--- config.mk ---
export PLATFORM = sky130hd
export DESIGN_NAME = stage_if_prefetch
export DESIGN_NICKNAME = d
export VERILOG_FILES = /design/src/rtl/stage_if_prefetch.sv
export SDC_FILE = /design/constraint.sdc
export NUM_CORES = 1
export LEC_CHECK = 0
export ABC_AREA = 1
export BUFFER_PORTS_ARGS = -buffer_cell sky130_fd_sc_hd__buf_2
export CAP_MARGIN = 40
export CORE_MARGIN = 10
export CORE_UTILIZATION = 30
export DETAILED_ROUTE_END_ITERATION = 8
export GPL_TIMING_DRIVEN = 0
export PLACE_DENSITY = 0.56
export SYNTH_ARGS = -nofsm -noshare
export SYNTH_HDL_FRONTEND = slang
export SYNTH_SLANG_ARGS = --single-unit
--- constraint.sdc ---
create_clock -name clk -period 11.2 [get_ports clk]
set_input_delay 1.12 -clock clk [delete_from_list [all_inputs] [get_ports clk]]
set_output_delay 1.12 -clock clk [all_outputs]
set_load 0.05 [all_outputs]
--- src/rtl/stage_if_prefetch.sv ---
// Decoupled instruction-fetch stage with a credit-limited prefetch FIFO, in-order IMEM responses and redirect flush.
// Optional STAGE_IF_MISALIGN_CHK_EN: a misaligned redirect raises fetch_misalign and halts issue until an aligned redirect.
module stage_if_prefetch #(
   parameter int unsigned          PC_WIDTH   = 32,
   parameter int unsigned          INST_WIDTH = 32,
   parameter int unsigned          FIFO_DEPTH = 4,
   parameter logic [PC_WIDTH-1:0]  RESET_PC   = '0
) (
   input  logic                  clk,
   input  logic                  reset,
   input  logic [PC_WIDTH-1:0]   pc_imm,
   input  logic                  pc_sel,
   input  logic                  IF_flush,
   input  logic                  IF_ID_write,
   output logic                  imem_req_valid,
   input  logic                  imem_req_ready,
   output logic [PC_WIDTH-1:0]   imem_req_addr,
   input  logic                  imem_rsp_valid,
   input  logic [INST_WIDTH-1:0] imem_rsp_data,
   output logic                  inst_valid,
   output logic [PC_WIDTH-1:0]   pc,
   output logic [PC_WIDTH-1:0]   pc_next,
   output logic [INST_WIDTH-1:0] inst,
   output logic                  fetch_misalign
);

   localparam int unsigned PTR_W = (FIFO_DEPTH > 1) ? $clog2(FIFO_DEPTH) : 1;
   localparam int unsigned CNT_W = $clog2(FIFO_DEPTH + 1);
   localparam int unsigned SUM_W = CNT_W + 1;

   logic [PC_WIDTH-1:0]   fetch_pc_q, fetch_pc_d;
   logic [PTR_W-1:0]      rd_ptr_q, rd_ptr_d, wr_ptr_q, wr_ptr_d;
   logic [PTR_W-1:0]      rq_rd_q, rq_rd_d, rq_wr_q, rq_wr_d;
   logic [CNT_W-1:0]      count_q, count_d, out_q, out_d, drop_q, drop_d;
   logic [SUM_W-1:0]      drop_sum;

   logic [PC_WIDTH-1:0]   fifo_pc   [FIFO_DEPTH];
   logic [INST_WIDTH-1:0] fifo_inst [FIFO_DEPTH];
   logic [PC_WIDTH-1:0]   rq_pc     [FIFO_DEPTH];

   logic                  halted, credit_ok, issue, rsp_drop, rsp_take, push, pop, head_valid;
   logic [PC_WIDTH-1:0]   redirect_pc;

`ifdef STAGE_IF_MISALIGN_CHK_EN
   logic misalign_q, misalign_d;
   assign halted         = misalign_q;
   assign redirect_pc    = pc_imm;
   assign fetch_misalign = misalign_q;
`else
   assign halted         = 1'b0;
   assign redirect_pc    = pc_imm & ~PC_WIDTH'(3);
   assign fetch_misalign = 1'b0;
`endif

   // Issue gating: outstanding requests plus buffered entries never exceed the FIFO depth.
   assign credit_ok      = (SUM_W'(count_q) + SUM_W'(out_q)) < SUM_W'(FIFO_DEPTH);
   assign imem_req_valid = !reset && !pc_sel && !halted && credit_ok;
   assign imem_req_addr  = fetch_pc_q;
   assign issue          = imem_req_valid && imem_req_ready;

   assign rsp_drop   = imem_rsp_valid && (drop_q != '0);
   assign rsp_take   = imem_rsp_valid && (drop_q == '0) && (out_q != '0);
   assign push       = rsp_take && !pc_sel;
   assign head_valid = (count_q != '0);
   assign pop        = head_valid && (IF_ID_write || IF_flush);

   assign inst_valid = head_valid && !IF_flush;
   assign pc         = fifo_pc[rd_ptr_q];
   assign inst       = fifo_inst[rd_ptr_q];
   assign pc_next    = pc + PC_WIDTH'(4);

   assign drop_sum = SUM_W'(drop_q) + SUM_W'(out_q) - SUM_W'(rsp_drop || rsp_take);

   always_comb begin
      fetch_pc_d = fetch_pc_q;
      rd_ptr_d   = rd_ptr_q;
      wr_ptr_d   = wr_ptr_q;
      rq_rd_d    = rq_rd_q;
      rq_wr_d    = rq_wr_q;
      count_d    = count_q;
      out_d      = out_q;
      drop_d     = drop_q;
`ifdef STAGE_IF_MISALIGN_CHK_EN
      misalign_d = misalign_q;
`endif
      if (pc_sel) begin
         // Redirect: everything still owed by IMEM becomes a response to discard.
         fetch_pc_d = redirect_pc;
         rd_ptr_d   = '0;
         wr_ptr_d   = '0;
         rq_rd_d    = '0;
         rq_wr_d    = '0;
         count_d    = '0;
         out_d      = '0;
         drop_d     = CNT_W'(drop_sum);
`ifdef STAGE_IF_MISALIGN_CHK_EN
         misalign_d = |pc_imm[1:0];
`endif
      end else begin
         if (issue) begin
            fetch_pc_d = fetch_pc_q + PC_WIDTH'(4);
            rq_wr_d    = rq_wr_q + PTR_W'(1);
         end
         if (rsp_drop) drop_d = drop_q - CNT_W'(1);
         if (rsp_take) rq_rd_d = rq_rd_q + PTR_W'(1);
         if (push) wr_ptr_d = wr_ptr_q + PTR_W'(1);
         if (pop) rd_ptr_d = rd_ptr_q + PTR_W'(1);
         out_d   = out_q + CNT_W'(issue) - CNT_W'(rsp_take);
         count_d = count_q + CNT_W'(push) - CNT_W'(pop);
      end
   end

   always_ff @(posedge clk or posedge reset) begin
      if (reset) begin
         fetch_pc_q <= RESET_PC;
         rd_ptr_q   <= '0;
         wr_ptr_q   <= '0;
         rq_rd_q    <= '0;
         rq_wr_q    <= '0;
         count_q    <= '0;
         out_q      <= '0;
         drop_q     <= '0;
`ifdef STAGE_IF_MISALIGN_CHK_EN
         misalign_q <= 1'b0;
`endif
      end else begin
         fetch_pc_q <= fetch_pc_d;
         rd_ptr_q   <= rd_ptr_d;
         wr_ptr_q   <= wr_ptr_d;
         rq_rd_q    <= rq_rd_d;
         rq_wr_q    <= rq_wr_d;
         count_q    <= count_d;
         out_q      <= out_d;
         drop_q     <= drop_d;
`ifdef STAGE_IF_MISALIGN_CHK_EN
         misalign_q <= misalign_d;
`endif
      end
   end

   // Payload storage needs no reset; validity comes from the counters.
   always_ff @(posedge clk) begin
      if (issue) rq_pc[rq_wr_q] <= fetch_pc_q;
      if (push) begin
         fifo_pc[wr_ptr_q]   <= rq_pc[rq_rd_q];
         fifo_inst[wr_ptr_q] <= imem_rsp_data;
      end
   end

endmodule

==> results of run 1 <==
[final cells by class]
class                   count  area (um^2)  share of cell area (%)
repair buffers            209         1380                    6.12
clock buffers              60         1220                    5.45
well taps                 782          978                    4.35
clock inverters            20          300                    1.34
plain buffers              83          420                    1.87
inverters                 111          417                    1.85
multi-input cells        1154         5520                    24.6
flip-flops and latches    415        12200                    54.4
diodes                      3         7.51                  0.0334
[metrics by stage]
step,utilization (%),power [mW],hold slack (ns),cell area (um^2),std cells
2_1_floorplan,-,3.30,0.536,18500,1763
3_3_place_gp,33.7,3.92,0.585,20500,2737
3_5_place_dp,34.5,3.94,0.579,20900,2754
4_1_cts,37.0,5.48,0.597,22500,2834
5_1_grt,37.0,5.68,0.627,22500,2836
6_report,37.0,5.42,0.587,22500,2837
[placed cells by master (no fill, tap or decap), drive strengths merged, types with 3 or more instances in the layout]
| cell type | n |
|---|---|
| nand3 | 106 |
| nand4 | 15 |
| nor3 | 11 |
| xnor2 | 7 |
| o211ai | 13 |
| fa | 3 |
| nor2 | 236 |
| o22ai | 63 |
| edfxtp | 368 |
| conb | 7 |
| o21ai | 146 |
| inv | 112 |
| buf | 245 |
| dfrtp | 47 |
| diode | 3 |
| bufinv | 7 |
| a21oi | 7 |
| nand2 | 472 |
| xor2 | 33 |
| clkbuf | 107 |
| o21bai | 5 |
| ha | 21 |
| clkinv | 12 |
[final timing paths]
kind	startpoint	to	slack, ns
setup / recovery	rd_ptr_q[0]	pc_next[18]	6.60
hold / removal	drop_q[1]	drop_q[1]	0.59
setup reg to reg	out_q[1]	out_q[2]	7.76
hold reg to reg	drop_q[1]	drop_q[1]	0.59
max in group asynchronous	reset	rq_wr_q[0]	10.05
min in group asynchronous	reset	rq_rd_q[0]	0.60
[power by group through the flow]
stage | Combinational, mW | Sequential [mW] | Clock [mW]
after floorplan | 1.38 | 1.92 | 0
after global placement | 2.04 | 1.88 | 0
after detailed placement | 2.06 | 1.88 | 0
after CTS | 2.07 | 1.85 | 1.56
after global routing | 2.20 | 1.86 | 1.62
final | 2.04 | 1.85 | 1.53
[registers in the layout, summed over array words and instances (netlist names), 3 cells and up]
register and cells:
fifo_inst 128, rq_pc 120, imem_req_addr 30, drop_q 3
out_q 3, count_q 3, fifo_pc 120
[layer usage]
layer	track usage (%)	wire length, um	vias up
li1	-	-	6544
met1	19.8	24000	6514
met2	24.6	26200	415
met3	2.43	3200	67
met4	4.33	1190	0
met5	0	0	-
[logic make-up (layout without fill, tap and decap cells)]
group	after synthesis	after routing	synth area share (%)
simple gates	845	845	18.6
flops	415	415	66.1
compound gates	238	238	7.17
buf+inv	194	483	4.52
xor+xnor	40	40	1.89
fa+ha+maj	24	24	1.74
other cells	1	10	0.0203
[worst register-to-register path, delay by kind of cell (launching register included)]
family | cells | cell delay [ns]
adders and majority gates | 4 | 1.21
and+or+nand+nor | 4 | 0.68
DFF | 1 | 0.45
buffers and inverters | 4 | 0.76
AOI/OAI and AO/OA | 2 | 0.24
==> impl_metrics.py, run 1 <==
metrics = {
    "critical_path": {
        "cpLargestDelayFamily": "simple AND/OR/NAND/NOR gates",
        "crit_arrival_ns": 3.48,
        "crit_required_ns": 10.08,
        "path_class": "reg2out",
        "cp_max_fo": 10,
        "crit_buf_inv": 3,
        "worst-path-stages": 10,
        "cp-end-kind": "output pin",
        "cpPeakStageDelay_ns": 0.43,
        "ff2ff_path_depth": 14,
        "start_kind": "register",
        "path_cells": "inv_2 > buf_2 > o21ai_0 > nand2_1 > ha_1 > nand2_2 > nor2_2 > nand2_1 > xor2_1 > buf_2",
        "cp_slowest_cell": "ha_1",
    },
    "timing": {
        "clock-skew-final_ns": 0.0161,
        "setup_slack_ns": 6.60,
        "maxSlewViolCount": 0,
        "fmax_mhz": 218,
        "hold_viol": 0,
        "setup_viol": 0,
        "worst_slew_pin_slew_ns": 0.845,
        "rsz0062_at_grt": "no",
        "final.setup.tns_ns": 0,
        "fin_crit_sh_pct": 41.0,
        "slew_headroom_pct": 43.6,
        "finalCriticalPeriod_ns": 4.60,
    },
    "floorplanning": {
        "die_width_um": 268,
        "initial_core_util_pct": 30.5,
        "die-area_um2": 72000,
        "die_h_um": 268,
        "io_pins": 202,
        "core_um2": 60700,
        "row_count": 90,
    },
    "pwr": {
        "switchingPower_mw": 2.27,
        "internal_power_mw": 3.15,
        "vdd_ir_drop_max_v": 0.000133,
        "powerDensity_nw_per_um2": 241,
        "combPwrFrac_pct": 37.7,
        "power_frac_clock_pct": 28.2,
        "swShare_pct": 41.9,
        "power_frac_seq_pct": 34.1,
        "p_leak_nw": 8.78,
    },
    "drt": {
        "drt_iter0_markers": 1162,
        "viasPerCell": 4.77,
        "drt-total-wl_um": 54600,
        "drt_first_pass_iters": 5,
        "vias": 13500,
        "wl_per_cell_um": 19.3,
        "ant_nets": 0,
        "drc": 0,
    },
    "logic_synthesis": {
        "synth_area_leaders": "edfxtp_1, nand2_1, dfrtp_1, nor2_1, o21ai_0",
        "syn_avg_cell_area_um2": 10.5,
        "yosysUniqueCellTypes": 35,
        "synth_top_cells_by_count": "nand2_1, edfxtp_1, nor2_1",
        "synth.most_common_cell": "nand2_1",
        "synth_edf_count": 368,
        "ys_warn_count": 0,
        "synth-async-reset-ratio_pct": 11.3,
        "synth_ff_type": "edfxtp_1",
        "synth_area_leader_cell": "edfxtp_1",
        "synth_top_area_share_pct": 59.7,
        "ys_seq_area_share_pct": 66.1,
        "postSynthCellCount": 1757,
        "synth_seq_cells": 415,
        "syn_area_um2": 18500,
    },
    "global_route": {
        "grt_pass1_wl_um": 81700,
        "antenna_found_initial": 2,
        "grtUsageTotal_pct": 14.9,
        "grt_pass1_vias": 13300,
        "grt_overflow": 0,
        "grt_start_max_net_pins": 28,
    },
    "placed_design": {
        "dpl_worst_slack_ns": 6.69,
        "portBuffers": 192,
        "gp_congestion": 0.891,
        "hpwl_um": 39500,
    },
    "clock_network": {
        "clkSinkCount": 415,
        "cts.path.max_buffers": 3,
        "numCtsBuffers": 46,
        "root_buffer": "clkbuf_16",
        "cts.htree.levels": 2,
        "cts_tree": "yes",
        "cts-hold-fix-buffers": 0,
        "post_cts_buffers": 0,
        "cts-resized-gates": 0,
        "clk_latency_ns": 0.57,
        "cts.clk_slew.worst_paths_ns": 0.06,
    },
    "layout": {
        "nets": 2115,
        "area_delta_synth_final_pct": 21.5,
        "layout-drive-gt1-share_pct": 16.7,
        "fillers": 5901,
    },
    "outcome": {
        "status": "complete, no violations",
    },
    "run": {
        "cap_violations": 0,
    },
    "worst_hold_path": {
        "holdCritPathClass": "reg2reg",
        "min_delay_path_depth": 2,
    },
}
Note: power is estimated with default switching activity, not from simulation.
==> run 2: changes to the inputs <==
- clock period: 11.2 -> 4.8 ns (I/O delays scaled with it)
==> impl_metrics.py, run 2 (same netlist as run 1, synthesis figures left out) <==
metrics = {
    "timing": {
        "finalCriticalPeriod_ns": 3.94,
        "rsz0062_at_grt": "no",
        "fmax_mhz": 254,
        "fin_crit_sh_pct": 82.0,
        "maxSlewViolCount": 0,
        "hold_viol": 0,
        "worst_slew_pin_slew_ns": 0.851,
        "slew_headroom_pct": 43.3,
        "setup_viol": 0,
        "clock-skew-final_ns": 0.0129,
    },
    "clock_network": {
        "cts_tree": "yes",
        "clkSinkCount": 415,
        "cts.path.max_buffers": 3,
        "cts-hold-fix-buffers": 1,
        "numCtsBuffers": 46,
        "cts.htree.levels": 2,
        "cts.clk_slew.worst_paths_ns": 0.06,
        "root_buffer": "clkbuf_16",
        "post_cts_buffers": 0,
        "clk_latency_ns": 0.57,
        "cts-resized-gates": 0,
    },
    "drt": {
        "drt_first_pass_iters": 5,
        "viasPerCell": 4.76,
        "vias": 13500,
        "wl_per_cell_um": 19.2,
        "drt-total-wl_um": 54600,
        "drc": 0,
        "drt_iter0_markers": 1066,
        "ant_nets": 0,
    },
    "floorplanning": {
        "io_pins": 202,
        "die_width_um": 268,
        "row_count": 90,
        "core_um2": 60700,
        "die_h_um": 268,
        "die-area_um2": 72000,
        "initial_core_util_pct": 30.5,
    },
    "pwr": {
        "power_mw": 12.6,
        "powerDensity_nw_per_um2": 563,
        "p_leak_nw": 8.79,
        "vdd_ir_drop_max_v": 0.000311,
    },
    "critical_path": {
        "crit_arrival_ns": 3.46,
        "cp-end-kind": "output pin",
        "start_kind": "register",
        "crit_required_ns": 4.32,
        "cp_max_fo": 10,
        "path_class": "reg2out",
    },
    "layout": {
        "area_delta_synth_final_pct": 21.5,
        "final-seq-area_um2": 12200,
        "fin_cells": 2837,
        "largest_registers": "fifo_inst (128), fifo_pc (120), rq_pc (120)",
        "final_common_cell": "nand2_1",
        "final_cell_mix": "nand2_1, edfxtp_1, nor2_1, buf_2, o21ai_0",
        "final_core_util_pct": 37.0,
        "largest_register_ffs": 128,
        "top_register": "fifo_inst",
        "multi_input_area_um2": 5520,
        "fin_area_um2": 22500,
        "fillers": 5899,
        "layout-drive-gt1-share_pct": 16.7,
        "nets": 2116,
    },
    "run": {
        "cap_violations": 0,
    },
    "global_route": {
        "grt_pass1_wl_um": 81700,
        "grt_start_max_net_pins": 28,
        "antenna_found_initial": 2,
        "grtUsageTotal_pct": 14.9,
        "grt_pass1_vias": 13300,
        "grt_overflow": 0,
    },
    "outcome": {
        "status": "complete, no violations",
    },
    "placed_design": {
        "gp_congestion": 0.891,
        "post_dp_cell_area_um2": 20900,
        "hpwl_um": 39500,
        "place_inst": 2754,
        "portBuffers": 192,
    },
    "worst_hold_path": {
        "holdCritPathClass": "in2reg",
    },
}
run 2: cell count changes in the layout (fill, tap and decap cells not counted), sizes merged:
cell	previous run	this run
diode	3	2
dlygate4sd3	0	1
run 2: final timing paths:
| check | end | slack (ns) | startpoint | cells past startpoint |
|---|---|---|---|---|
| min in group asynchronous | drop_q[1] | 0.51 | reset | 3 |
| setup reg to reg | out_q[2] | 1.36 | out_q[1] | 14 |
| hold / removal | imem_req_addr[16] | 0.13 | pc_imm[16] | 3 |
| setup / recovery | pc_next[18] | 0.86 | rd_ptr_q[0] | 10 |
| max in group asynchronous | rq_wr_q[0] | 3.75 | reset | 4 |
| hold reg to reg | drop_q[1] | 0.59 | drop_q[1] | 2 |
run 2: per-stage QoR:
| step | setup TNS, ns | setup WS (ns) | hold WS (ns) |
|---|---|---|---|
| final | 0 | 0.864 | 0.127 |
| after global routing | 0 | 0.609 | 0.101 |
| after CTS | 0 | 0.798 | 0.0923 |
| after detailed placement | 0 | 0.931 | 0.573 |
| after global placement | -717.69 | -2.23 | 0.585 |
| after floorplan | -31.69 | -0.264 | 0.536 |
run 2: where the power goes:
group / internal, mW / total (mW) / switching, mW
Combinational: 1.04 / 4.77 / 3.73
Clock: 2.18 / 3.56 / 1.39
Sequential: 4.14 / 4.32 / 0.180
run 2: layer usage:
layer	GRT usage, %	part of all wire, %	vias to the layer above
li1	-	-	6539
met1	19.8	44	6505
met2	24.6	48	408
met3	2.41	5.6	66
met4	4.33	2.2	0
met5	0	0	-
run 2: layout make-up:
class                      count  area share, %
antenna                        2         0.0223
multi-input combinational   1154           24.6
sequential                   415           54.4
clock buffer                  60           5.45
timing repair buffer         210           6.17
clock inverter                20           1.34
inverter                     111           1.85
tap                          782           4.35
buffer                        83           1.87
run 2: critical path: stages (launching register included):
cell and delay, ns:
dfrtp_1 0.42, inv_2 0.18, buf_2 0.29, o21ai_0 0.13, nand2_1 0.34, ha_1 0.42
nand2_2 0.19, nor2_2 0.31, nand2_1 0.12, xor2_1 0.18, buf_2 0.30
==> run 3: changes to the inputs <==
- clock period: 4.8 -> 3.9 ns (I/O delays scaled with it)
==> impl_metrics.py, run 3 (same netlist as run 1, synthesis figures left out) <==
metrics = {
    "outcome": {
        "status": "complete, no violations",
    },
    "pwr": {
        "switchingPower_mw": 6.59,
        "power_frac_clock_pct": 28.0,
        "power_frac_seq_pct": 34.1,
        "power_mw": 15.6,
        "internal_power_mw": 8.98,
        "powerDensity_nw_per_um2": 684,
        "combPwrFrac_pct": 37.9,
        "p_leak_nw": 8.89,
        "vdd_ir_drop_max_v": 0.000377,
        "swShare_pct": 42.3,
    },
    "critical_path": {
        "cpPeakStageDelay_ns": 0.39,
        "r2r-start": "out_q[1]",
        "ff2ff_path_depth": 13,
        "crit_arrival_ns": 3.20,
        "cp-end-kind": "output pin",
        "start_kind": "register",
        "path_class": "reg2out",
        "r2r_slack_ns": 1.00,
        "cp_slowest_cell": "xor2_1",
        "cpLargestDelayFamily": "buffers and inverters",
        "cp_max_fo": 10,
        "path_cells": "buf_4 > inv_2 > buf_2 > nand2_1 > nand2_1 > nand2_2 > nor2_1 > nand2_1 > nor2_2 > xor2_1 > buf_2",
        "crit_buf_inv": 4,
        "crit_top_cell": "nand2_1",
        "crit_required_ns": 3.51,
        "crit-reg2reg-capture": "out_q[2]",
    },
    "global_route": {
        "grt_start_max_net_pins": 28,
        "grt_pass1_vias": 13700,
        "antenna_found_initial": 1,
        "grtUsageTotal_pct": 15.0,
        "grt_pass1_wl_um": 82500,
        "grt_overflow": 0,
    },
    "clock_network": {
        "post_cts_buffers": 0,
        "root_buffer": "clkbuf_16",
        "cts.htree.levels": 2,
        "clkSinkCount": 415,
        "cts.clk_slew.worst_paths_ns": 0.06,
        "cts_tree": "yes",
        "cts.path.max_buffers": 3,
        "numCtsBuffers": 47,
        "clk_latency_ns": 0.59,
    },
    "layout": {
        "nets": 2143,
        "largest_registers": "fifo_inst (128), fifo_pc (120), rq_pc (120)",
        "multi_input_area_um2": 5540,
        "final_cell_mix": "nand2_1, edfxtp_1, nor2_1, buf_2, o21ai_0",
        "final_common_cell": "nand2_1",
        "layout-drive-gt1-share_pct": 16.8,
        "area_delta_synth_final_pct": 23.0,
        "top_register": "fifo_inst",
        "largest_register_ffs": 128,
        "fillers": 5890,
        "final-seq-area_um2": 12200,
        "fin_cells": 2866,
    },
    "timing": {
        "rsz0062_at_grt": "no",
        "setup_slack_ns": 0.311,
        "slew_headroom_pct": 42.0,
        "clock-skew-final_ns": 0.0249,
        "fmax_mhz": 279,
        "fin_crit_sh_pct": 92.0,
        "setup_viol": 0,
        "finalCriticalPeriod_ns": 3.59,
        "hold_viol": 0,
        "maxSlewViolCount": 0,
        "worst_slew_pin_slew_ns": 0.868,
    },
    "placed_design": {
        "place_inst": 2753,
        "hpwl_um": 39500,
        "gp_congestion": 0.876,
        "dpl_worst_slack_ns": 0.0823,
        "portBuffers": 192,
    },
    "worst_hold_path": {
        "holdPathEnd": "imem_req_addr[11]",
        "min_delay_path_depth": 3,
        "holdCritPathClass": "in2reg",
        "hp-start": "pc_imm[11]",
    },
    "drt": {
        "drc": 0,
        "drt_first_pass_iters": 5,
        "ant_nets": 0,
        "drt_iter0_markers": 1117,
        "viasPerCell": 4.84,
        "vias": 13900,
        "drt-total-wl_um": 55400,
        "wl_per_cell_um": 19.3,
    },
    "floorplanning": {
        "initial_core_util_pct": 30.5,
        "die_h_um": 268,
        "io_pins": 202,
        "die-area_um2": 72000,
        "die_width_um": 268,
        "row_count": 90,
        "core_um2": 60700,
    },
    "run": {
        "cap_violations": 0,
    },
}
-- run 3: cell types whose count changed in the layout (fill, tap and decap cells not counted), sizes merged --
cell	previous run	this run
inv	112	111
clkinvlp	0	3
dlygate4sd3	1	29
diode	2	1
clkinv	12	16
bufinv	7	5
buf	245	243
-- run 3: worst max path at each step --
stage           startpoint               end  slack [ns]  depth (start not counted)
2_1_floorplan    drop_q[0]   fifo_inst[0][0]       -0.22                          6
5_1_grt        rd_ptr_q[0]       pc_next[16]        0.02                         12
6_report       rd_ptr_q[1]       pc_next[13]        0.31                         11
4_1_cts        rd_ptr_q[0]       pc_next[18]        0.03                         10
3_3_place_gp     drop_q[0]  fifo_inst[0][10]       -3.11                          6
3_5_place_dp         reset          out_q[2]        0.08                         14
-- run 3: layout make-up --
class	count	share of cell area (%)
antenna	1	0.0110
clock buffer	60	5.47
multi-input combinational	1154	24.3
sequential	415	53.7
inverter	111	1.85
tap	782	4.30
clock inverter	24	1.24
buffer	82	1.83
timing repair buffer	237	7.24
-- run 3: routing by layer --
metal | vias to the layer above | track usage, % | routed length (um)
met4 | 0 | 4.37 | 1000
li1 | 6613 | - | -
met5 | - | 0 | 0
met1 | 6750 | 19.5 | 24300
met3 | 63 | 2.78 | 3440
met2 | 440 | 25.1 | 26700
-- run 3: metrics by stage --
| stage | hold WS, ns | utilization [%] | cell area (um^2) | setup TNS, ns |
|---|---|---|---|---|
| 2_1_floorplan | 0.418 | - | 18500 | -55.32 |
| 3_3_place_gp | 0.579 | 33.7 | 20500 | -818.86 |
| 3_5_place_dp | 0.491 | 34.5 | 20900 | 0 |
| 4_1_cts | 0.00841 | 37.5 | 22700 | 0 |
| 5_1_grt | 0.0137 | 37.5 | 22800 | 0 |
| 6_report | 0.0283 | 37.5 | 22800 | 0 |
-- run 3: timing repair --
action	in CTS	in global routing
endpoints found under the setup margin	1	2
hold endpoints to repair	126	0
hold buffers	29	0
resized for setup	1	2
gates cloned	0	0
-- run 3: worst reg2reg max path, stage by stage (launching register included) --
cell	delay, ns
dfrtp_1	0.45
ha_1	0.30
nand3_1	0.08
nand2_1	0.06
nor3_2	0.24
nand2_1	0.15
buf_2	0.32
ha_1	0.35
inv_1	0.06
ha_1	0.13
inv_1	0.05
fa_1	0.37
o21ai_0	0.17
a21oi_1	0.05
-- run 3: power groups by stage --
stage | clock, mW | sequential (mW) | combinational, mW
after CTS | 4.44 | 5.31 | 5.97
after floorplan | 0 | 5.51 | 3.96
after global placement | 0 | 5.40 | 5.85
after detailed placement | 0 | 5.41 | 5.92
after global routing | 4.61 | 5.34 | 6.34
final | 4.36 | 5.31 | 5.90
